$ cat src/rtl/led_pkg.sv
// ============================================================================
//  Module      : led_pkg
//  Description : Shared constants and types for the RGB PWM fader.
//  Revision    : 1.0 - initial release
// ============================================================================
`default_nettype none

package led_pkg;

    localparam logic [1:0] CH_RGB0 = 2'd0;
    localparam logic [1:0] CH_RGB1 = 2'd1;
    localparam logic [1:0] CH_RGB2 = 2'd2;
    localparam logic [1:0] CH_ALL  = 2'd3;

    localparam int PWM_BITS_DEFAULT = 8;
    localparam int PWM_MAX          = (1 << PWM_BITS_DEFAULT) - 1;

    typedef enum logic [0:0] {
        IDLE = 1'b0,
        RAMP = 1'b1
    } chan_state_t;

endpackage

`default_nettype wire

$ cat src/rtl/pwm_channel.sv
// ============================================================================
//  Module      : pwm_channel
//  Description : One LED channel: level/target tracking, ramp FSM, PWM compare.
//  Revision    : 1.0 - initial release
// ============================================================================
`default_nettype none

module pwm_channel
    import led_pkg::*;
#(
    parameter int PWM_BITS = 8
) (
    input  logic                clk,
    input  logic                rst,
    input  logic                tick,
    input  logic                apply,
    input  logic                fade,
    input  logic [PWM_BITS-1:0] level,
    input  logic                wrap,
    input  logic [PWM_BITS-1:0] pcnt_next,
    output logic                pwm,
    output logic                busy
);

    localparam logic [PWM_BITS-1:0] c_duty_max = '1;

    chan_state_t         r_state;
    chan_state_t         w_state_next;
    logic [PWM_BITS-1:0] r_cur;
    logic [PWM_BITS-1:0] r_target;
    logic [PWM_BITS-1:0] r_duty;
    logic [PWM_BITS-1:0] w_cur_next;
    logic [PWM_BITS-1:0] w_target_next;
    logic [PWM_BITS-1:0] w_duty_next;
    logic                r_pwm;
    logic                r_busy;
    logic                w_pwm_next;

    // A command apply takes priority over a ramp step in the same cycle.
    always_comb begin
        w_state_next  = r_state;
        w_cur_next    = r_cur;
        w_target_next = r_target;
        if (apply) begin
            w_target_next = level;
            if (!fade) begin
                w_cur_next   = level;
                w_state_next = IDLE;
            end else begin
                w_state_next = (level != r_cur) ? RAMP : IDLE;
            end
        end else if ((r_state == RAMP) && tick) begin
            w_cur_next = (r_target > r_cur) ? (r_cur + 1'b1) : (r_cur - 1'b1);
            if (w_cur_next == r_target) begin
                w_state_next = IDLE;
            end
        end
    end

    // Duty is latched only at the period boundary so a period is never cut short.
    always_comb begin
        w_duty_next = wrap ? r_cur : r_duty;
        w_pwm_next  = (w_duty_next == c_duty_max) || (pcnt_next < w_duty_next);
    end

    always_ff @(posedge clk or posedge rst) begin
        if (rst) begin
            r_state  <= IDLE;
            r_cur    <= '0;
            r_target <= '0;
            r_duty   <= '0;
            r_pwm    <= 1'b0;
            r_busy   <= 1'b0;
        end else begin
            r_state  <= w_state_next;
            r_cur    <= w_cur_next;
            r_target <= w_target_next;
            r_duty   <= w_duty_next;
            r_pwm    <= w_pwm_next;
            r_busy   <= (w_state_next == RAMP);
        end
    end

    assign pwm  = r_pwm;
    assign busy = r_busy;

endmodule

`default_nettype wire

$ cat src/rtl/rgb_pwm_fader.sv
// ============================================================================
//  Module      : rgb_pwm_fader
//  Description : Three-channel PWM fader feeding the SB_RGBA_DRV LED driver.
//  Revision    : 1.0 - initial release
// ============================================================================
`default_nettype none

module rgb_pwm_fader
    import led_pkg::*;
#(
    parameter int TICK_LOG2 = 16,
    parameter int PWM_BITS  = 8
) (
    input  logic                clk,
    input  logic                rst,
    input  logic                cmd_valid,
    output logic                cmd_ready,
    input  logic [1:0]          cmd_chan,
    input  logic [PWM_BITS-1:0] cmd_level,
    input  logic                cmd_fade,
    output logic [2:0]          pwm_out,
    output logic [2:0]          busy
);

    logic                 r_cmd_ready;
    logic                 r_apply;
    logic [1:0]           r_cmd_chan;
    logic [PWM_BITS-1:0]  r_cmd_level;
    logic                 r_cmd_fade;
    logic [TICK_LOG2-1:0] r_presc;
    logic [PWM_BITS-1:0]  r_pcnt;
    logic [PWM_BITS-1:0]  w_pcnt_next;
    logic                 w_accept;
    logic                 w_tick;
    logic                 w_wrap;

    assign w_accept    = cmd_valid & r_cmd_ready;
    assign w_tick      = &r_presc;
    assign w_wrap      = &r_pcnt;
    assign w_pcnt_next = r_pcnt + 1'b1;

    // The apply pulse re-opens the command register, giving one command per two cycles.
    always_ff @(posedge clk or posedge rst) begin
        if (rst) begin
            r_cmd_ready <= 1'b1;
            r_apply     <= 1'b0;
            r_cmd_chan  <= '0;
            r_cmd_level <= '0;
            r_cmd_fade  <= 1'b0;
            r_presc     <= '0;
            r_pcnt      <= '0;
        end else begin
            r_presc <= r_presc + 1'b1;
            r_pcnt  <= w_pcnt_next;
            r_apply <= w_accept;
            if (r_apply) begin
                r_cmd_ready <= 1'b1;
            end else if (w_accept) begin
                r_cmd_ready <= 1'b0;
            end
            if (w_accept) begin
                r_cmd_chan  <= cmd_chan;
                r_cmd_level <= cmd_level;
                r_cmd_fade  <= cmd_fade;
            end
        end
    end

    assign cmd_ready = r_cmd_ready;

    generate
        for (genvar g = 0; g < 3; g++) begin : g_ch
            logic w_apply;
            assign w_apply = r_apply & ((r_cmd_chan == CH_ALL) | (r_cmd_chan == 2'(g)));

            pwm_channel #(
                .PWM_BITS (PWM_BITS)
            ) u_chan (
                .clk       (clk),
                .rst       (rst),
                .tick      (w_tick),
                .apply     (w_apply),
                .fade      (r_cmd_fade),
                .level     (r_cmd_level),
                .wrap      (w_wrap),
                .pcnt_next (w_pcnt_next),
                .pwm       (pwm_out[g]),
                .busy      (busy[g])
            );
        end
    endgenerate

endmodule

`default_nettype wire

$ cat config.mk
export PLATFORM = sky130hd
export DESIGN_NAME = rgb_pwm_fader
export DESIGN_NICKNAME = d
export VERILOG_FILES = /design/src/rtl/led_pkg.sv /design/src/rtl/pwm_channel.sv /design/src/rtl/rgb_pwm_fader.sv
export SDC_FILE = /design/constraint.sdc
export NUM_CORES = 1
export LEC_CHECK = 0
export CAP_MARGIN = 25
export CORE_UTILIZATION = 46
export DETAILED_ROUTE_END_ITERATION = 12
export MAX_ROUTING_LAYER = met4
export SLEW_MARGIN = 10
export SYNTH_ARGS = -nofsm -noshare
export SYNTH_HDL_FRONTEND = slang
export SYNTH_SLANG_ARGS = --single-unit
$ cat constraint.sdc
create_clock -name clk -period 4.4 [get_ports clk]
set_clock_uncertainty 0.15 [all_clocks]
set_input_delay 1.32 -clock clk [delete_from_list [all_inputs] [get_ports clk]]
set_output_delay 1.32 -clock clk [all_outputs]
set_load 0.05 [all_outputs]
After elaboration in Yosys (flattened, before gate mapping). Index checks and enable logic that the tools add are counted.

Register bits after elaboration: 115. RAM bits: 0. Latch bits: 0. Output and inout bits: 7. Memories: 0. Bits in read-only memories: 0.

Equality and inequality tests: 15. Multipliers: 0. $add $sub $neg: 8. Shift operators: 0. Magnitude comparators: 6. Divide/modulo/power cells: 0. Mux-type cells: 30. Reduce and logical (&&, ||, !) cells: 22. Bitwise operators: 7.

Operators with widths (count): $mux 8 (13); $add 8x1->8 const B (4); $eq 8x8->1 (3); $eq 8x8->1 const B (3); $gt 8x8->1 (3); $lt 8x8->1 (3); $ne 8x8->1 (3); $sub 8x1->8 const B (3); $mux 1 (17); $add 16x1->16 const B (1); $reduce_and 16->1 (1); $reduce_bool 2->1 (7); $reduce_and 2->1 (6); $reduce_and 8->1 (1); $ne 2x2->1 const B (3); $and 1x1->1 (4); $eq 2x2->1 const B (2); $logic_and 1x1->1 (3); $logic_or 1x1->1 (3); $or 1x1->1 (3); $eq 2x1->1 const B (1); $logic_not 2->1 (1).

Depth between registers and ports, before layout. Gate-level depths: netlist of the first run.

Word-level depth: 6. Depth in mapped cells: 16. Gate-level depth less buffers: 14.

By module. A second synthesis of the first run with hierarchy kept.

Cells, all modules: 777. Area total of the unflattened synthesis: 7563.5 um2.

By module, submodules not included: pwm_channel (g_ch[0].u_chan) (instances 1, cells an instance 224, area an instance 2023.2 um2); pwm_channel (g_ch[1].u_chan) (instances 1, cells an instance 214, area an instance 2001.9 um2); pwm_channel (g_ch[2].u_chan) (instances 1, cells an instance 215, area an instance 1979.4 um2); rgb_pwm_fader (instances 1, cells an instance 124, area an instance 1559.0 um2).

Worst setup path after synthesis of the first run. Ideal clock, no wire load.

Path type: register to register. Start point: register g_ch[0].u_chan.r_cur[7]. End point: register g_ch[0].u_chan.r_state. Cell stages (with the launch flop): 15. Setup slack: 653 ps. Buffers on the path: 1. Data arrival time: 3473 ps. Data required time: 4126 ps. Library setup time: 124 ps. Clock period less this slack: 3747 ps. Cells stage by stage: dfrtp_1 -> clkbuf_1 -> inv_1 -> ha_1 -> nand4_1 -> o21ai_0 -> and2_1 -> inv_1 -> fa_1 -> nand2b_1 -> a21oi_1 -> nor4_1 -> a311o_1 -> or4_1 -> o31a_1.

Cells in the longest elaborated chain, start to end: 5.

Ends and longest elaborated chain: start, declared (line pwm_channel.sv:29) `logic [PWM_BITS-1:0] r_cur;`; start signal, assigned (line pwm_channel.sv:76) `r_cur <= w_cur_next;`; $sub 8x1->8 (tied with other cells) (line pwm_channel.sv:53) `w_cur_next = (r_target > r_cur) ? (r_cur + 1'b1) : (r_cur - 1'b1);`; $mux 8 (line pwm_channel.sv:53); $eq 8x8->1 (line pwm_channel.sv:54) `if (w_cur_next == r_target) begin`; $reduce_bool 2->1 (no source line); $reduce_and 2->1 (no source line); end signal, assigned (line pwm_channel.sv:75) `r_state <= w_state_next;`; end, declared (line pwm_channel.sv:27) `chan_state_t r_state;`.

Several ways; a longest one is shown, not always the timed one. A chain may end at the register's enable or synchronous reset.

Worst setup path in the final report of the first run.
Start point: register g_ch[0].u_chan.r_cur[3]. End point: register g_ch[0].u_chan.r_state.

The elaborated chain is that of the path after synthesis.

==> results of run 1 <==
-- power groups by stage --
stage                     sequential (W)  combinational [W]  clock (W)
final                            0.00106          0.0000366    0.00139
after global routing             0.00106          0.0000429    0.00147
after detailed placement         0.00108          0.0000387          0
after global placement           0.00108          0.0000381          0
after CTS                        0.00106          0.0000387    0.00141
after floorplan                  0.00108          0.0000158          0
-- stage by stage --
stage	hold WS, ns	util	area, sq um
final	0.316	0.531	8810
after floorplan	0.288	-	7820
after detailed placement	0.311	0.495	8210
after CTS	0.324	0.531	8810
after global placement	0.302	0.495	8210
after global routing	0.332	0.531	8810
-- final cells by class --
type,instances,area (sq um),share of cell area
inverter,62,236,0.0268
clock buffer,17,425,0.0483
clock inverter,15,170,0.0193
sequential,115,2880,0.327
timing repair buffer,33,310,0.0352
multi-input combinational,630,4510,0.512
tap,220,275,0.0312
-- path summary, 6_finish.rpt --
check | slack [ns] | cells past startpoint | from | endpoint
min in group asynchronous | 1.24 | 2 | rst | r_presc[10]
max in group asynchronous | 2.05 | 3 | rst | g_ch[1].u_chan.r_target[3]
setup reg to reg | 0.33 | 13 | g_ch[0].u_chan.r_cur[3] | g_ch[0].u_chan.r_state
hold / removal | 0.32 | 1 | r_presc[15] | r_presc[15]
hold reg to reg | 0.32 | 1 | r_presc[15] | r_presc[15]
setup / recovery | 0.33 | 13 | g_ch[0].u_chan.r_cur[3] | g_ch[0].u_chan.r_state
-- Yosys cell counts (3+ instances only) --
| cell | count | area [sq um] |
|---|---|---|
| xor2_1 | 33 | 289 |
| nor2_1 | 48 | 180 |
| a211o_1 | 3 | 26.3 |
| clkbuf_1 | 31 | 116 |
| buf_4 | 7 | 52.6 |
| a21boi_0 | 4 | 30.0 |
| and3_1 | 4 | 25.0 |
| o21bai_1 | 3 | 22.5 |
| buf_2 | 6 | 30.0 |
| or3_1 | 4 | 25.0 |
| a21oi_1 | 37 | 185 |
| ha_1 | 71 | 888 |
| nand3_1 | 14 | 70.1 |
| a221oi_1 | 3 | 26.3 |
| nor4b_1 | 4 | 35.0 |
| o22ai_1 | 3 | 18.8 |
| nand2_1 | 96 | 360 |
| nor2b_1 | 5 | 31.3 |
| nor3_1 | 20 | 100 |
| xnor2_1 | 37 | 324 |
| dfrtp_1 | 114 | 2850 |
| o211ai_1 | 9 | 67.6 |
| inv_1 | 62 | 233 |
| o32ai_1 | 3 | 26.3 |
| fa_1 | 3 | 60.1 |
| o21ai_1 | 4 | 20.0 |
| or2_2 | 3 | 18.8 |
| a211oi_1 | 8 | 60.1 |
| or4_1 | 3 | 22.5 |
| mux2i_1 | 23 | 230 |
| nand2b_1 | 9 | 56.3 |
| o21a_1 | 16 | 120 |
| and2_1 | 4 | 25.0 |
| and4_1 | 3 | 26.3 |
| a31oi_1 | 13 | 81.3 |
| o31a_1 | 7 | 61.3 |
| mux2_2 | 14 | 158 |
| nor4_1 | 8 | 50.1 |
| a21o_1 | 13 | 97.6 |
| nand4_1 | 28 | 175 |
| o21ai_0 | 43 | 215 |
-- critical path, stage by stage (launching register included) --
cell and delay (ns):
dfrtp_1 0.51, inv_1 0.09, ha_1 0.32, nand4_1 0.12, o21ai_0 0.26, and2_1 0.40
inv_1 0.10, fa_1 0.40, nand2b_1 0.17, a21oi_1 0.26, nor4_1 0.09, a311o_1 0.32
or4_1 0.46, o31a_1 0.30
-- registers in the layout (all words and copies together) (netlist names), 3 cells and up --
signal,flops
g_ch.u_chan.pwm,3
r_pcnt,8
r_presc,16
g_ch.u_chan.r_cur,24
r_cmd_level,8
g_ch.u_chan.r_target,24
g_ch.u_chan.r_state,3
g_ch.u_chan.r_duty,24
-- kinds of logic after synthesis --
logic type	Yosys count
adder cells (fa/ha/maj)	74
AND/OR/NAND/NOR	260
buffers and inverters	106
AO/OA/AOI/OAI	186
XOR/XNOR	73
multiplexers	37
flip-flops	115
-- cells in the final DEF, fill, tap and decap left out, drive strengths merged, types with 16 or more instances in the layout --
master           n
xnor2           37
inv             68
o21ai           47
clkbuf          17
o21a            16
nand2           96
nor2            48
dfrtp          114
mux2i           23
nor3            20
xor2            33
a21oi           37
ha              71
clkdlybuf4s50   20
nand4           28
-- routing by layer --
layer	vias to the layer above	global-route usage	wire length [microns]
li1	3041	-	-
met1	3016	0.316	9160
met2	135	0.381	9290
met3	32	0.0411	717
met4	0	0.0849	414
met5	-	-	0
==> results.sh, run 1 <==
export IMPL_place_congestion=0.950
export IMPL_fin_crit_ns=4.07
export IMPL_synth_seq_cells=115
export IMPL_fin_nets=947
export IMPL_clock_sinks=115
export IMPL_postCtsSetupBuffers=0
export IMPL_dieWidth_microns=132
export IMPL_slew_headroom=0.484
export IMPL_synth_edf_count=0
export IMPL_synth_top_family_by_area="simple AND/OR/NAND/NOR gates"
export IMPL_num_rows=47
export IMPL_placedCellCount=1060
export IMPL_port_buffers=20
export IMPL_critical_path_class="reg2reg"
export IMPL_crit_path_start_kind="flop"
export IMPL_async_flop_share=1.00
export IMPL_drt_initial_drc_count=284
export IMPL_max_cap_violations=0
export IMPL_post_cts_resized=0
export IMPL_diodes=0
export IMPL_synthFlopType="dfrtp_1"
export IMPL_grt_setup_unrepaired="no"
export IMPL_hp_class="reg2reg"
export IMPL_cts_max_path_buffers=2
export IMPL_ys_types=62
export IMPL_initial_core_util=0.471
export IMPL_timing_fmax_ghz=0.246
export IMPL_synthMuxAreaShare=0.0496
export IMPL_syn_area_sq_mm=0.00782
export IMPL_clk_pin_slew_ns=0.06
export IMPL_area_growth_syn_to_layout_pct=12.7
export IMPL_vias=6224
export IMPL_ys_seq_area_frac=0.368
export IMPL_synthSimpleGateAreaFrac=0.161
export IMPL_p_comb_frac=0.015
export IMPL_core_sq_mm=0.0166
export IMPL_leakagePower_nw=4.15
export IMPL_tritoncts="yes"
export IMPL_timing_final_crit_share=0.924
export IMPL_overflow=0
export IMPL_power_total_w=0.00248
export IMPL_synthAdderAreaFrac=0.121
export IMPL_drv_slew=0
export IMPL_post_drt_wl_per_cell_microns=17.9
export IMPL_vdd_drop_max_v=0.000301
export IMPL_numCtsBuffers=17
export IMPL_clock_latency_ns=0.42
export IMPL_critPathRequiredTime_ns=4.55
export IMPL_drc=0
export IMPL_clockRootBuffer="clkbuf_16"
export IMPL_grtUsageTotal=0.243
export IMPL_hold_viol=0
export IMPL_synth_nets=939
export IMPL_ios=21
export IMPL_antenna_found_initial=0
export IMPL_layout_setup_ws_ns=0.335
export IMPL_hold_buffers=0
export IMPL_fill_cells=1553
export IMPL_finalSetupTns_ns=0
export IMPL_grt_pass1_vias=6237
export IMPL_p_per_area_mw_per_mm2=282
export IMPL_h_tree_depth=4
export IMPL_dp_hpwl_microns=14500
export IMPL_firstDrtPassIters=5
export IMPL_status="finished, final reports clean"
export IMPL_critPathCaptureType="flop"
export IMPL_grt_max_degree=62
export IMPL_fin_cells=1092
export IMPL_synthXorXnorAreaFrac=0.0872
export IMPL_p_clk_frac=0.559
export IMPL_avgSynthCellArea_sq_um=9.19
export IMPL_crit_fanout=8
export IMPL_dieArea_sq_mm=0.0175
export IMPL_grt_pass1_wl_microns=32400
export IMPL_power_switching_w=0.000567
export IMPL_drt_total_wl_microns=19600
export IMPL_drive_above_1_share=0.0849
export IMPL_synth_compound_area_frac=0.157
export IMPL_seq_power_share=0.426
export IMPL_swShare=0.228
export IMPL_worst_slew_pin_slew_ns=0.773
export IMPL_via_per_inst=5.70
export IMPL_die_h_microns=132
export IMPL_yosys_warnings=0
export IMPL_place_ws_ns=0.410
export IMPL_setup_viol=0
export IMPL_drtAntennaViolNets=0
export IMPL_p_int_w=0.00192
export IMPL_syn_inst=851
export IMPL_crit_arrival_ns=4.22
(Power assumes the default switching activity.)
==> run 2: changes to the inputs <==
--- a/config.mk
+++ b/config.mk
@@ -8,8 +8,10 @@
 export CAP_MARGIN = 25
 export CORE_UTILIZATION = 46
 export DETAILED_ROUTE_END_ITERATION = 12
+export GPL_ROUTABILITY_DRIVEN = 0
 export MAX_ROUTING_LAYER = met4
 export SLEW_MARGIN = 10
 export SYNTH_ARGS = -nofsm -noshare
 export SYNTH_HDL_FRONTEND = slang
 export SYNTH_SLANG_ARGS = --single-unit
+export TNS_END_PERCENT = 100
==> run 2 against run 1 <==
Effect of this change:
- sequential power barely moved
- critical path depth grew 1
- worst setup slack worse by 0.0038 ns
- clock-buffer cell count grew 5
- via count up 1.0%
- highest routed layer unchanged
- critical endpoint unchanged
- largest power group unchanged
==> results.sh, run 2 (synthesis gave the netlist of run 1 again) <==
export IMPL_die_h_microns=132
export IMPL_tritoncts="yes"
export IMPL_worst_slew_pin_slew_ns=0.646
export IMPL_multiInputGateArea_sq_mm=0.00451
export IMPL_critPathRequiredTime_ns=4.55
export IMPL_cts_max_path_buffers=2
export IMPL_crit_arrival_ns=4.22
export IMPL_critical_path_class="reg2reg"
export IMPL_ios=21
export IMPL_grt_pass1_wl_microns=32200
export IMPL_num_rows=47
export IMPL_postCtsSetupBuffers=0
export IMPL_drtAntennaViolNets=0
export IMPL_port_buffers=20
export IMPL_vdd_drop_max_v=0.000242
export IMPL_finalSetupTns_ns=0
export IMPL_via_per_inst=5.78
export IMPL_p_per_area_mw_per_mm2=292
export IMPL_diodes=0
export IMPL_leakagePower_nw=4.17
export IMPL_h_tree_depth=4
export IMPL_layout_setup_ws_ns=0.331
export IMPL_dieArea_sq_mm=0.0175
export IMPL_drive_above_1_share=0.0795
export IMPL_most_common_layout_cells="dfrtp_1 (114), nand2_1 (96), ha_1 (71)"
export IMPL_fin_crit_ns=4.07
export IMPL_largestRegisters="g_ch.u_chan.r_cur: 24 flops, g_ch.u_chan.r_duty: 24 flops, g_ch.u_chan.r_target: 24 flops"
export IMPL_dp_hpwl_microns=14300
export IMPL_clockRootBuffer="clkbuf_16"
export IMPL_grtUsageTotal=0.244
export IMPL_crit_path_start_kind="flop"
export IMPL_clock_latency_ns=0.42
export IMPL_core_sq_mm=0.0166
export IMPL_cpPeakStageDelay_ns=0.45
export IMPL_fill_cells=1516
export IMPL_grt_pass1_vias=6309
export IMPL_numCtsBuffers=17
export IMPL_crit_chain="inv_1, ha_1, nor2b_1, o211ai_1, a211o_1, and2_2, inv_1, fa_1, xnor2_1, a211o_1, nor4_1, nand4_1, or4_1, o31a_1"
export IMPL_critPathSlowestCell="fa_1"
export IMPL_timing_final_crit_share=0.925
export IMPL_clock_sinks=115
export IMPL_vias=6288
export IMPL_place_ws_ns=0.324
export IMPL_slew_headroom=0.567
export IMPL_dieWidth_microns=132
export IMPL_drv_slew=0
export IMPL_mostFrequentLayoutCell="dfrtp_1"
export IMPL_overflow=0
export IMPL_hold_viol=0
export IMPL_initial_core_util=0.471
export IMPL_max_cap_violations=0
export IMPL_clk_pin_slew_ns=0.06
export IMPL_grt_max_degree=116
export IMPL_grt_setup_unrepaired="no"
export IMPL_fin_nets=944
export IMPL_critPathCaptureType="flop"
export IMPL_setup_viol=0
export IMPL_area_growth_syn_to_layout_pct=12.8
export IMPL_status="finished, final reports clean"
export IMPL_crit_fanout=8
export IMPL_power_total_w=0.00257
export IMPL_drt_total_wl_microns=19700
export IMPL_drt_initial_drc_count=408
export IMPL_timing_fmax_ghz=0.246
export IMPL_final_seq_area_sq_mm=0.00288
export IMPL_firstDrtPassIters=5
export IMPL_antenna_found_initial=0
export IMPL_hp_class="reg2reg"
export IMPL_post_drt_wl_per_cell_microns=18.1
export IMPL_drc=0
-- run 2: cell types whose count changed in the layout (fill, tap and decap cells not counted), sizes merged --
cell      change
buf           -3
clkbuf        +5
clkinvlp      -3
inv           -7
bufinv        +2
clkinv        +2
-- run 2: worst max-delay path, delay by kind of cell (launching register included) --
| family | cells | cell delay (ns) |
|---|---|---|
| and+or+nand+nor | 5 | 1.23 |
| AOI/OAI and AO/OA | 4 | 0.98 |
| adders and majority gates | 2 | 0.77 |
| DFF | 1 | 0.44 |
| buffers and inverters | 2 | 0.23 |
| xor gates and xnor gates | 1 | 0.16 |
-- run 2: path summary, 6_finish.rpt --
check,start,endpoint,slack [ns],cells after the start
min in group asynchronous,rst,r_presc[9],1.28,3
worst max register to register,g_ch[0].u_chan.r_cur[1],g_ch[0].u_chan.r_state,0.33,14
worst min register to register,r_presc[12],r_presc[12],0.32,1
worst min-delay path,r_presc[12],r_presc[12],0.32,1
max in group asynchronous,rst,g_ch[1].u_chan.r_target[6],2.35,3
worst max-delay path,g_ch[0].u_chan.r_cur[1],g_ch[0].u_chan.r_state,0.33,14
-- run 2: cell type report --
class                   count  area share
inverters                  62      0.0268
clock inverters             9      0.0173
multi-input cells         630       0.512
flip-flops and latches    115       0.327
repair buffers             30      0.0326
clock buffers              22      0.0538
well taps                 220      0.0312
-- run 2: what timing repair did --
item                       in CTS  in global routing
hold buffers                    0                  0
setup endpoints to repair       0                  1
resized for setup               0                  1
-- run 2: through the flow --
step           utilization  hold WS [ns]  cells  area [sq um]
6_report             0.532         0.325   1088          8820
5_1_grt              0.532         0.350   1088          8820
4_1_cts              0.532         0.328   1088          8820
3_5_place_dp         0.494         0.316   1057          8190
3_3_place_gp         0.494         0.302   1057          8190
2_1_floorplan            -         0.288    851          7820
-- run 2: power by group --
group	switching [W]	internal, W	leakage, nW	total (W)
Clock	0.000492	0.000988	0.310	0.00148
Combinational	0.0000230	0.0000122	2.29	0.0000352
Sequential	0	0.00106	1.56	0.00106
-- run 2: layer usage --
layer	vias up	GRT usage	part of all wire
li1	3020	-	-
met1	3055	0.312	0.46
met2	171	0.374	0.46
met3	42	0.0473	0.044
met4	0	0.109	0.030
met5	-	-	0
